[config.mk]
export PLATFORM = sky130hd
export DESIGN_NAME = custom_subtractor47_norm
export DESIGN_NICKNAME = d
export VERILOG_FILES = /design/src/rtl/custom_subtractor47_norm.sv
export SDC_FILE = /design/constraint.sdc
export NUM_CORES = 1
export LEC_CHECK = 0
export ABC_CLOCK_PERIOD_IN_PS = 4820
export BUFFER_PORTS_ARGS = -buffer_cell sky130_fd_sc_hd__buf_2
export CAP_MARGIN = 40
export CORE_MARGIN = 5
export CORE_UTILIZATION = 35
export CTS_CLUSTER_DIAMETER = 40
export CTS_CLUSTER_SIZE = 10
export DETAILED_ROUTE_END_ITERATION = 8
export MAX_ROUTING_LAYER = met4
export PLACE_DENSITY = 0.65
export SYNTH_ARGS = -nofsm -noshare
export SYNTH_HDL_FRONTEND = slang
export SYNTH_SLANG_ARGS = --single-unit
[constraint.sdc]
create_clock -name clk -period 4.82 [get_ports clk]
set_input_delay 0.241 -clock clk [delete_from_list [all_inputs] [get_ports clk]]
set_output_delay 0.241 -clock clk [all_outputs]
set_load 0.01 [all_outputs]
[src/rtl/custom_subtractor47_norm.sv]
// Two-stage subtract/normalize pipeline: |A - {0,B}| with sign/zero flags, valid/ready on both sides.
// Optional normalization (leading-zero count + left shift) when CUSTOM_SUB_NORMALIZE_EN is defined.
module custom_subtractor47_norm (
    input  logic        clk,
    input  logic        rst,
    input  logic        in_valid,
    output logic        in_ready,
    input  logic [46:0] A,
    input  logic [45:0] B,
    output logic        out_valid,
    input  logic        out_ready,
    output logic [46:0] Diff,
    output logic        Sign,
    output logic [5:0]  Shift,
    output logic        Zero
);

    logic [46:0] b_ext;

    logic        s1_valid_q, s1_valid_d;
    logic        s1_sign_q,  s1_sign_d;
    logic        s1_zero_q,  s1_zero_d;
    logic [46:0] s1_mag_q,   s1_mag_d;

    logic        out_valid_q, out_valid_d;
    logic [46:0] diff_q,      diff_d;
    logic        sign_q,      sign_d;
    logic [5:0]  shift_q,     shift_d;
    logic        zero_q,      zero_d;

    logic        adv2;
    logic        adv1;
    logic [46:0] norm_mag;
    logic [5:0]  norm_shift;

    assign b_ext = {1'b0, B};

    // Stage 2 drains when its slot is free or being consumed; stage 1 follows.
    assign adv2     = !out_valid_q || out_ready;
    assign adv1     = !s1_valid_q || adv2;
    assign in_ready = !rst && adv1;

    always_comb begin
        s1_valid_d = s1_valid_q;
        s1_sign_d  = s1_sign_q;
        s1_zero_d  = s1_zero_q;
        s1_mag_d   = s1_mag_q;
        if (adv1) begin
            s1_valid_d = in_valid;
            if (in_valid) begin
                s1_sign_d = (A < b_ext);
                s1_zero_d = (A == b_ext);
                s1_mag_d  = (A < b_ext) ? (b_ext - A) : (A - b_ext);
            end
        end
    end

`ifdef CUSTOM_SUB_NORMALIZE_EN
    // Ascending scan: the last set bit seen is the MSB, giving the leading-zero count.
    always_comb begin
        norm_shift = '0;
        for (int unsigned i = 0; i < 47; i++) begin
            if (s1_mag_q[i]) begin
                norm_shift = 6'(46 - i);
            end
        end
        norm_mag = s1_mag_q << norm_shift;
    end
`else
    always_comb begin
        norm_mag   = s1_mag_q;
        norm_shift = '0;
    end
`endif

    always_comb begin
        out_valid_d = out_valid_q;
        diff_d      = diff_q;
        sign_d      = sign_q;
        shift_d     = shift_q;
        zero_d      = zero_q;
        if (adv2) begin
            out_valid_d = s1_valid_q;
            if (s1_valid_q) begin
                diff_d  = norm_mag;
                sign_d  = s1_sign_q;
                shift_d = norm_shift;
                zero_d  = s1_zero_q;
            end
        end
    end

    always_ff @(posedge clk or posedge rst) begin
        if (rst) begin
            s1_valid_q  <= 1'b0;
            s1_sign_q   <= 1'b0;
            s1_zero_q   <= 1'b0;
            s1_mag_q    <= '0;
            out_valid_q <= 1'b0;
            diff_q      <= '0;
            sign_q      <= 1'b0;
            shift_q     <= '0;
            zero_q      <= 1'b0;
        end else begin
            s1_valid_q  <= s1_valid_d;
            s1_sign_q   <= s1_sign_d;
            s1_zero_q   <= s1_zero_d;
            s1_mag_q    <= s1_mag_d;
            out_valid_q <= out_valid_d;
            diff_q      <= diff_d;
            sign_q      <= sign_d;
            shift_q     <= shift_d;
            zero_q      <= zero_d;
        end
    end

    assign out_valid = out_valid_q;
    assign Diff      = diff_q;
    assign Sign      = sign_q;
    assign Shift     = shift_q;
    assign Zero      = zero_q;

endmodule

# After elaboration in Yosys (flattened, before gate mapping)
# Cells that the tools add are included.
totals:
  regBits: 100
  latch_bits: 0
  ram_bits: 0
  rom_bits: 0
  in_bits: 97
  out_inout_bits: 57
  wordCells: 21
  mem_count: 0
classes:
  add_sub_neg: 2
  multipliers: 0
  div: 0
  order_cmp: 1
  eq_ne: 1
  shifts: 0
  muxes: 1
  n_bitwise: 0
  n_reduce_logical: 8
op_table:
  columns: ["cell", "n"]
  rows:
  - ["$eq A47 B46 Y1", 1]
  - ["$lt A47 B46 Y1", 1]
  - ["$mux W47", 1]
  - ["$sub A46 B47 Y47", 1]
  - ["$sub A47 B46 Y47", 1]
  - ["$reduce_and A2 Y1", 2]
  - ["$logic_not A1 Y1", 3]
  - ["$logic_or A1 B1 Y1", 2]
  - ["$logic_and A1 B1 Y1", 1]

# Logic depth before layout (Yosys ltp)
# Gate-level depths: netlist of run 1.
logic_depth:
  word_depth: 4
  mapped_depth: 15
  mapped_depth_nobuf: 11

# Worst setup path after synthesis of run 1
# Ideal clock, no wire load.
synth_path:
  path_type: "input -> register"
  start: "in A[18]"
  end: "reg s1_mag_q[40], in the netlist norm_mag[40]"
  setup_ns: 0.126
  arrival_ns: 2.660
  required_time_ns: 4.694
  setup_slack_ns: 2.034
  stages: 12
  path_buffers: 1
  path_cell_list: "inv_1 ha_1 buf_2 nand4_1 a2111oi_2 o31ai_1 and3_1 a21oi_1 a31oi_1 o211a_1 o311a_1 a221o_1"
synth_via:
  elab_chain_cells: 2
  elab_cells_between_ends: 4
  classes_between: "2 x add/sub; 1 x order compare; 1 x mux"
synth_rtl:
  columns: ["element", "line_no", "source"]
  rows:
  - ["start, declared", "8", "input logic [46:0] A,"]
  - ["$sub A47 B46 Y47, or another cell as far along", "53", "s1_mag_d = (A < b_ext) ? (b_ext - A) : (A - b_ext);"]
  - ["$mux W47 *", "53", null]
  - ["end signal, assigned", "108", "s1_mag_q <= s1_mag_d;"]
  - ["end, declared", "23", "logic [46:0] s1_mag_q, s1_mag_d;"]
# Every way passes the cells marked *; elsewhere a longest branch is shown, timed or not.
# A chain may end at the register's enable or synchronous reset.

# Final worst setup path of run 1
layout_path:
  start: "in A[10]"
  end: "reg s1_mag_q[17], in the netlist norm_mag[17]"
# Same word-level chain as after synthesis.

==> impl_results.md, run 1 <==
* Total GRT Usage at a little over a fifth
* First-pass iteration count of the detailed router at 5
* Maximum clock rate at 0.267 GHz
* Met1 layer wirelength in the final routing at roughly 17000 um
* Sequence of cells on the critical path: buf_2 > inv_1 > ha_1 > a21oi_1 > o21ai_0 > and2_1 > a221oi_1 > o221a_1 > nand2_2 > buf_4 > o31ai_1 > o211a_1 > o211ai_2
* Number of distinct library cells after synthesis at 82
* Post-synthesis cell count at approximately 1200
* Weighted congestion reported at the end of routability-driven placement at around 1.0
* Syn-to-layout area delta at 14.0%
* Latest clock arrival within the worst-skew pair at 350 ps
* Antenna violations before repair at 0
* Critical path class: in -> reg
* Main flop type after synthesis: sky130_fd_sc_hd__dfrtp_1
* Maximum capacitance violations at 0
* Number of instances resized during post-cts repair at 0
* Most common library cells after synthesis: sky130_fd_sc_hd__a21oi_1 (122), sky130_fd_sc_hd__nand2_1 (118), sky130_fd_sc_hd__inv_1 (115)
* Result of the run: completed
* Final clock skew at 8.85 ps
* Worst min path class: in -> reg
* Maximum buffer depth of the clock tree at 2
* CTS tree: done
* Count of vias placed by the detailed router at 9581
* Hold Violations, Final at 0
* Peak per-stage delay on the critical path at 560 ps
* Biggest area contributors in the synthesized netlist: sky130_fd_sc_hd__dfrtp_1 (26%), sky130_fd_sc_hd__ha_1 (12%), sky130_fd_sc_hd__a21oi_1 (6.3%)
* Nets at approximately 1500
* Worst Setup Start Kind: primary input
* Sw power at between 1 and 1.5 mW
* H-tree levels at 3
* Number of nets with antenna violations after routing at 0
* Post-synth design cell area at 0.00975 mm^2
* P_int at ~2.0 mW
* Cell with the largest stage delay on the worst path: sky130_fd_sc_hd__o31ai_1
* Number of placed I/O pins at approximately 150
* Die Span X at 177 um
* Yosys synthesis warning count at 0
* Met3 WL at between 2000 and 2500 um
* Average detailed-routed wire length per instance at between 15 and 20 um
* Vias in the first global route at around 9000
* Kind of end point of the critical path: flip-flop
* Min Tclk post-route at 3740 ps
* Max Transition Viols Final at 0
* Met2 Wirelength at 14000 um
* Pin slew with the least headroom to its limit at about 890 ps
* Cts bufs inserted at 9
* Worst-path clk slew at about 80 ps
* Number of enable-type register cells in the synthesized netlist at 0
* Part of the power in combinational logic at 42.0%
* Initial Utilization at a little over a third
* Register bit total from synthesis at 100
* Die span in y at ~180 um
* Final setup viols at 0
* Post-synth top area share at approximately a quarter
* Pin count of the biggest net entering global routing at 60
* Total Wirelength at between 30000 and 40000 um
* Placeable core region at approximately 0.028 mm^2
* Total inserted antenna cells at 0
* Avg Cell Area, Syn at roughly 8.0 um^2
* Post-layout total power at 3.39 mW
* Setup repair after global routing missed its margin: no
* Final worst-path cycle share at slightly below 80%
* Crit-path leading delay family: compound AO/OA/AOI/OAI gates
* P_leak at about 5.4 nW
* Power density over cell area at around 310 mW/mm^2
* Buffers and inverters on the worst path at 3
* Number of port buffers at about 150
* Die Outline Area at about 0.031 mm^2
* Aggregate negative setup slack at 0 ps
* Data required, critical path at between 5000 and 6000 ps
* Global-route wire length before repair at approximately 53000 um
* Buffers inserted during post-CTS setup optimization at 0
* Clk sinks at 100
* Proportion of power drawn by flip-flops and latches at between 30% and 40%
* Number of DRC violations after detailed-routing iteration 0 at 841
* Clock power share at a little over a fifth
* Share of flip-flops with an asynchronous set or reset after synthesis at 100%
* Fraction of layout instances using a drive strength above 1 at between 10% and 20%
* Most numerous cell in the Yosys netlist: sky130_fd_sc_hd__a21oi_1
* Top routing layer in use: met4
* Filler Cell Count at between 2000 and 3000
* Largest area contributor in the netlist: sky130_fd_sc_hd__dfrtp_1
* Critical path arrival at 3960 ps
* Placed wire-length estimate after detailed placement at approximately 27000 um
* DR vias/cell at ~5.6
* Highest ir drop seen on vdd at 0.000172 V
* Critical path peak fanout at 20
* Gr ovfl total at 0
* Sequential cell area fraction in the yosys report at between 20 and 30%
* Number of rows in the core area at slightly above 60
* Headroom to the max-slew limit at 40.8%
* Switch share at between 40% and 50%
* Drc violations at 0
* Cell at the root of the clock tree: sky130_fd_sc_hd__clkbuf_16
-- final timing paths --
| check | from | endpoint | slack, ps | depth (start not counted) |
|---|---|---|---|---|
| max in group asynchronous | rst | norm_mag[7] | 3130 | 4 |
| hold reg to reg | norm_mag[1] | norm_mag[1] | 470 | 2 |
| hold / removal | in_valid | s1_valid_q | 200 | 2 |
| setup reg to reg | out_valid | norm_mag[15] | 2420 | 7 |
| setup / recovery | A[10] | norm_mag[17] | 1080 | 13 |
| min in group asynchronous | rst | out_valid | 520 | 3 |
-- routing by layer --
metal,GRT usage (%),up-vias
met3,1.69,27
li1,-,4606
met1,34.3,4578
met4,3.68,0
met2,30.6,370
met5,-,-
-- repair_timing --
item | 4_1_cts | 5_1_grt
endpoints found under the hold margin | 41 | 0
hold buffers | 1 | 0
endpoints found under the setup margin | 0 | 0
-- cell type report --
| cell class | instances | area (um^2) | area share (%) |
|---|---|---|---|
| clock buffers | 9 | 225 | 2.03 |
| inverters | 115 | 434 | 3.91 |
| flip-flops and latches | 100 | 2500 | 22.5 |
| repair buffers | 171 | 935 | 8.41 |
| clock inverters | 7 | 76.3 | 0.687 |
| multi-input cells | 940 | 6470 | 58.2 |
| well taps | 378 | 473 | 4.26 |
-- cells by family after synthesis --
kind of cell | count (synthesis) | synth area share (%)
AOI/OAI and AO/OA | 424 | 28.2
and+or+nand+nor | 324 | 15.9
buffers and inverters | 188 | 8.28
DFF | 100 | 25.7
adders and majority gates | 94 | 12.2
muxes | 62 | 7.00
xor gates and xnor gates | 30 | 2.70
other | 1 | 0.0385
-- layout by cell type, fill, tap and decap left out, types with 10 or more instances in the layout --
cell,netlist,routed
sky130_fd_sc_hd__a211oi_1,13,13
sky130_fd_sc_hd__a21o_1,39,39
sky130_fd_sc_hd__a21oi_1,122,122
sky130_fd_sc_hd__a31oi_1,12,12
sky130_fd_sc_hd__buf_2,27,147
sky130_fd_sc_hd__buf_4,12,21
sky130_fd_sc_hd__dfrtp_1,100,100
sky130_fd_sc_hd__ha_1,92,92
sky130_fd_sc_hd__inv_1,115,114
sky130_fd_sc_hd__mux2_2,49,49
sky130_fd_sc_hd__mux2i_1,13,13
sky130_fd_sc_hd__nand2_1,118,116
sky130_fd_sc_hd__nand3_1,26,26
sky130_fd_sc_hd__nand4_1,27,27
sky130_fd_sc_hd__nor2_1,77,77
sky130_fd_sc_hd__nor3_1,12,12
sky130_fd_sc_hd__o211ai_1,10,10
sky130_fd_sc_hd__o21a_1,10,10
sky130_fd_sc_hd__o21ai_0,96,96
sky130_fd_sc_hd__o21bai_1,24,24
sky130_fd_sc_hd__o31ai_1,15,15
sky130_fd_sc_hd__xnor2_1,25,25
-- state kept, by name, summed over array words and instances, names as in the netlist --
signal	cells
Diff	47
Sign	1
Zero	1
norm_mag	47
out_valid	1
s1_sign_q	1
s1_valid_q	1
s1_zero_q	1
-- power by group through the flow --
stage          registers, mW  logic, mW  clock network (mW)
4_1_cts                 1.24       1.42               0.745
3_5_place_dp            1.25       1.41                   0
5_1_grt                 1.27       1.57               0.776
3_3_place_gp            1.24       1.41                   0
6_report                1.23       1.42               0.734
2_1_floorplan           1.27      0.844                   0
-- stage by stage --
stage	std cells	cell area [um^2]	hold slack, ps	util [%]	setup WS [ps]
2_1_floorplan	1228	9760	349	-	1960
3_3_place_gp	1701	10800	341	39.0	820
3_5_place_dp	1703	10800	349	39.1	832
4_1_cts	1720	11100	181	40.2	1170
5_1_grt	1720	11100	195	40.2	1030
6_report	1720	11100	201	40.2	1080
No activity file was read; power rests on OpenSTA's default activity.
==> run 2, diff against run 1 <==
--- a/config.mk
+++ b/config.mk
@@ -5,7 +5,7 @@
 export SDC_FILE = /design/constraint.sdc
 export NUM_CORES = 1
 export LEC_CHECK = 0
-export ABC_CLOCK_PERIOD_IN_PS = 4820
+export ABC_CLOCK_PERIOD_IN_PS = 3450
 export BUFFER_PORTS_ARGS = -buffer_cell sky130_fd_sc_hd__buf_2
 export CAP_MARGIN = 40
 export CORE_MARGIN = 5
==> constraint.sdc (replaced) <==
create_clock -name clk -period 3.45 [get_ports clk]
set_input_delay 0.1725 -clock clk [delete_from_list [all_inputs] [get_ports clk]]
set_output_delay 0.1725 -clock clk [all_outputs]
set_load 0.01 [all_outputs]
==> run 2 against run 1 <==
Against the previous run: design area rose by 4.9%; highest routed layer unchanged; cell count rose by 3.5%; power rose by 44%; die area did not move; non-clock buffer count rose by 60; flip-flop and latch count did not move; register-to-register slack got worse by 1100 ps; sequential share of layout area fell by 1.1 points; worst setup slack got worse by 630 ps; core utilization rose by 2.0 points.
==> impl_results.md, run 2 (synthesized netlist as in run 1, its figures left out) <==
* Sw power at between 1.5 and 2 mW
* P_int at between 2 and 3 mW
* Gr ovfl total at 0
* Total GRT Usage at 21.8%
* Commonest cells after routing, fill and taps aside: sky130_fd_sc_hd__buf_2 (147), sky130_fd_sc_hd__a21oi_1 (122), sky130_fd_sc_hd__nand2_1 (116)
* Placeable core region at ~0.028 mm^2
* Die Span X at between 150 and 200 um
* P_leak at ~5.7 nW
* Hold Violations, Final at 0
* Met1 demand-to-capacity share in global routing at 31.2%
* Nets at roughly 1600
* Minimum setup slack after placement at roughly 170 ps
* Pin slew with the least headroom to its limit at just over 700 ps
* Clk sinks at 100
* Crit-path leading delay family: simple AND/OR/NAND/NOR gates
* Part of the power in combinational logic at around 44%
* Filler Cell Count at 2943
* Cell at the root of the clock tree: sky130_fd_sc_hd__clkbuf_16
* Aggregate negative setup slack at 0 ps
* Critical path arrival at about 3200 ps
* Number of DRC violations after detailed-routing iteration 0 at 979
* Die span in y at roughly 180 um
* Cell with the largest stage delay on the worst path: sky130_fd_sc_hd__or3_1
* Result of the run: completed
* M2 GR Usage at 32.4%
* Kind of end point of the critical path: flip-flop
* Number of port buffers at around 150
* Antenna violations before repair at 1
* Fraction of layout instances using a drive strength above 1 at between 20 and 25%
* End point of the most critical hold path: out_valid
* Headroom to the max-slew limit at between 50 and 60%
* Maximum clock rate at ~0.33 GHz
* Post-layout total power at approximately 4.9 mW
* Max Transition Viols Final at 0
* Highest ir drop seen on vdd at roughly 0.00025 V
* Worst Reg2Reg Path Length in Cells at 6
* First-pass iteration count of the detailed router at 5
* Worst min path class: in -> reg
* Switch share at between 30% and 40%
* Utilization after layout at 42.2%
* Met3 global-route usage at under 10%
* Setup repair after global routing missed its margin: no
* Number of placed I/O pins at between 150 and 200
* Worst Setup Start Kind: primary input
* Setup slack after layout at between 400 and 500 ps
* Power density over cell area at between 400 and 500 mW/mm^2
* Syn-to-layout area delta at 19.6%
* H-tree levels at 3
* CTS tree: done
* Clock power share at a little over a fifth
* DR vias/cell at 5.45
* Proportion of power drawn by flip-flops and latches at roughly a third
* Worst hold path depth at 3
* Average detailed-routed wire length per instance at roughly 19 um
* Pin count of the biggest net entering global routing at 67
* Drc violations at 0
* Data required, critical path at between 3000 and 4000 ps
* Latest clock arrival within the worst-skew pair at about 340 ps
* Total Wirelength at 34000 um
* Maximum buffer depth of the clock tree at 2
* Maximum capacitance violations at 0
* Global-route wire length before repair at between 50000 and 60000 um
* Worst-path clk slew at 80 ps
* Flop-to-flop setup slack at 1300 ps
* Total inserted antenna cells at 0
* Most prevalent standard cell on the critical path: sky130_fd_sc_hd__inv_1
* Weighted congestion reported at the end of routability-driven placement at 1.00
* Sequence of cells on the critical path: buf_2 > inv_1 > ha_1 > inv_1 > or3_1 > nor3_2 > nand2_1 > o221a_1 > buf_4 > a211oi_1 > o22a_1 > mux2i_1 > nand4_1
* Min Tclk post-route at around 3000 ps
* Count of vias placed by the detailed router at around 9700
* Final setup viols at 0
* Worst reg2reg endpoint: norm_mag[15]
* Final clock skew at about 7.5 ps
* Number of rows in the core area at 61
* Startpoint of the most critical hold path: out_ready
* Commonest non-fill, non-tap cell in the layout: sky130_fd_sc_hd__buf_2
* Vias in the first global route at between 9000 and 10000
* Cts bufs inserted at 9
* Initial Utilization at around a third
* Buffers and inverters on the worst path at 4
* Placed wire-length estimate after detailed placement at ~28000 um
* Final worst-path cycle share at roughly 87%
* Die Outline Area at 0.0313 mm^2
* Critical path class: in -> reg
* Number of nets with antenna violations after routing at 0
* Critical path peak fanout at 8
* Buffers inserted during post-CTS setup optimization at 0
* Reg2reg start: out_valid
* Peak per-stage delay on the critical path at around 460 ps
* Busiest layer in global routing: met2
[run 2: worst reg2reg max path, cell delays in order (launching register included)]
cell	delay, ps
sky130_fd_sc_hd__dfrtp_1	390
sky130_fd_sc_hd__nor2b_1	150
sky130_fd_sc_hd__nand2_1	280
sky130_fd_sc_hd__nand2_2	510
sky130_fd_sc_hd__a2111oi_0	550
sky130_fd_sc_hd__a211oi_1	100
sky130_fd_sc_hd__nand3_1	110
[run 2: routing by layer]
metal  share of wire [%]  routed length [um]
met5                   0                   0
met4                 1.8                 599
met3                 7.8                2650
met2                  43               14600
met1                  47               16100
[run 2: through the flow]
| stage | std cells | instance area [um^2] | hold WS, ps |
|---|---|---|---|
| floorplan | 1228 | 9760 | 281 |
| global placement | 1760 | 11300 | 461 |
| detailed placement | 1763 | 11300 | 158 |
| CTS | 1780 | 11700 | 140 |
| global route | 1780 | 11700 | 161 |
| finish | 1780 | 11700 | 151 |
[run 2: layout make-up]
class	count	area, um^2	share of cell area [%]
Clock buffer	9	225	1.93
Clock inverter	7	88.8	0.762
Inverter	115	434	3.72
Multi-Input combinational cell	940	6470	55.5
Sequential cell	100	2500	21.5
Tap cell	378	473	4.06
Timing Repair Buffer	231	1470	12.6
[run 2: worst max-delay path by stage]
stage               slack, ps   from  cells past startpoint      endpoint
global route              280  A[18]                     12  norm_mag[45]
global placement          200  A[12]                     12  norm_mag[40]
finish                    450  A[45]                     13  norm_mag[13]
detailed placement        170  A[45]                     13  norm_mag[13]
floorplan                 660    rst                      1       Diff[0]
CTS                       520  A[45]                     13  norm_mag[13]
[run 2: power groups by stage]
stage | sequential [mW] | clock [mW] | combinational (mW)
after floorplan | 1.77 | 0 | 1.18
final | 1.71 | 1.03 | 2.15
after global placement | 1.73 | 0 | 2.11
after CTS | 1.72 | 1.06 | 2.14
after global routing | 1.76 | 1.11 | 2.36
after detailed placement | 1.74 | 0 | 2.13
[run 2: repair_timing]
item,CTS,global route
hold buffers,1,0
resized for setup,0,0
endpoints found under the hold margin,18,0
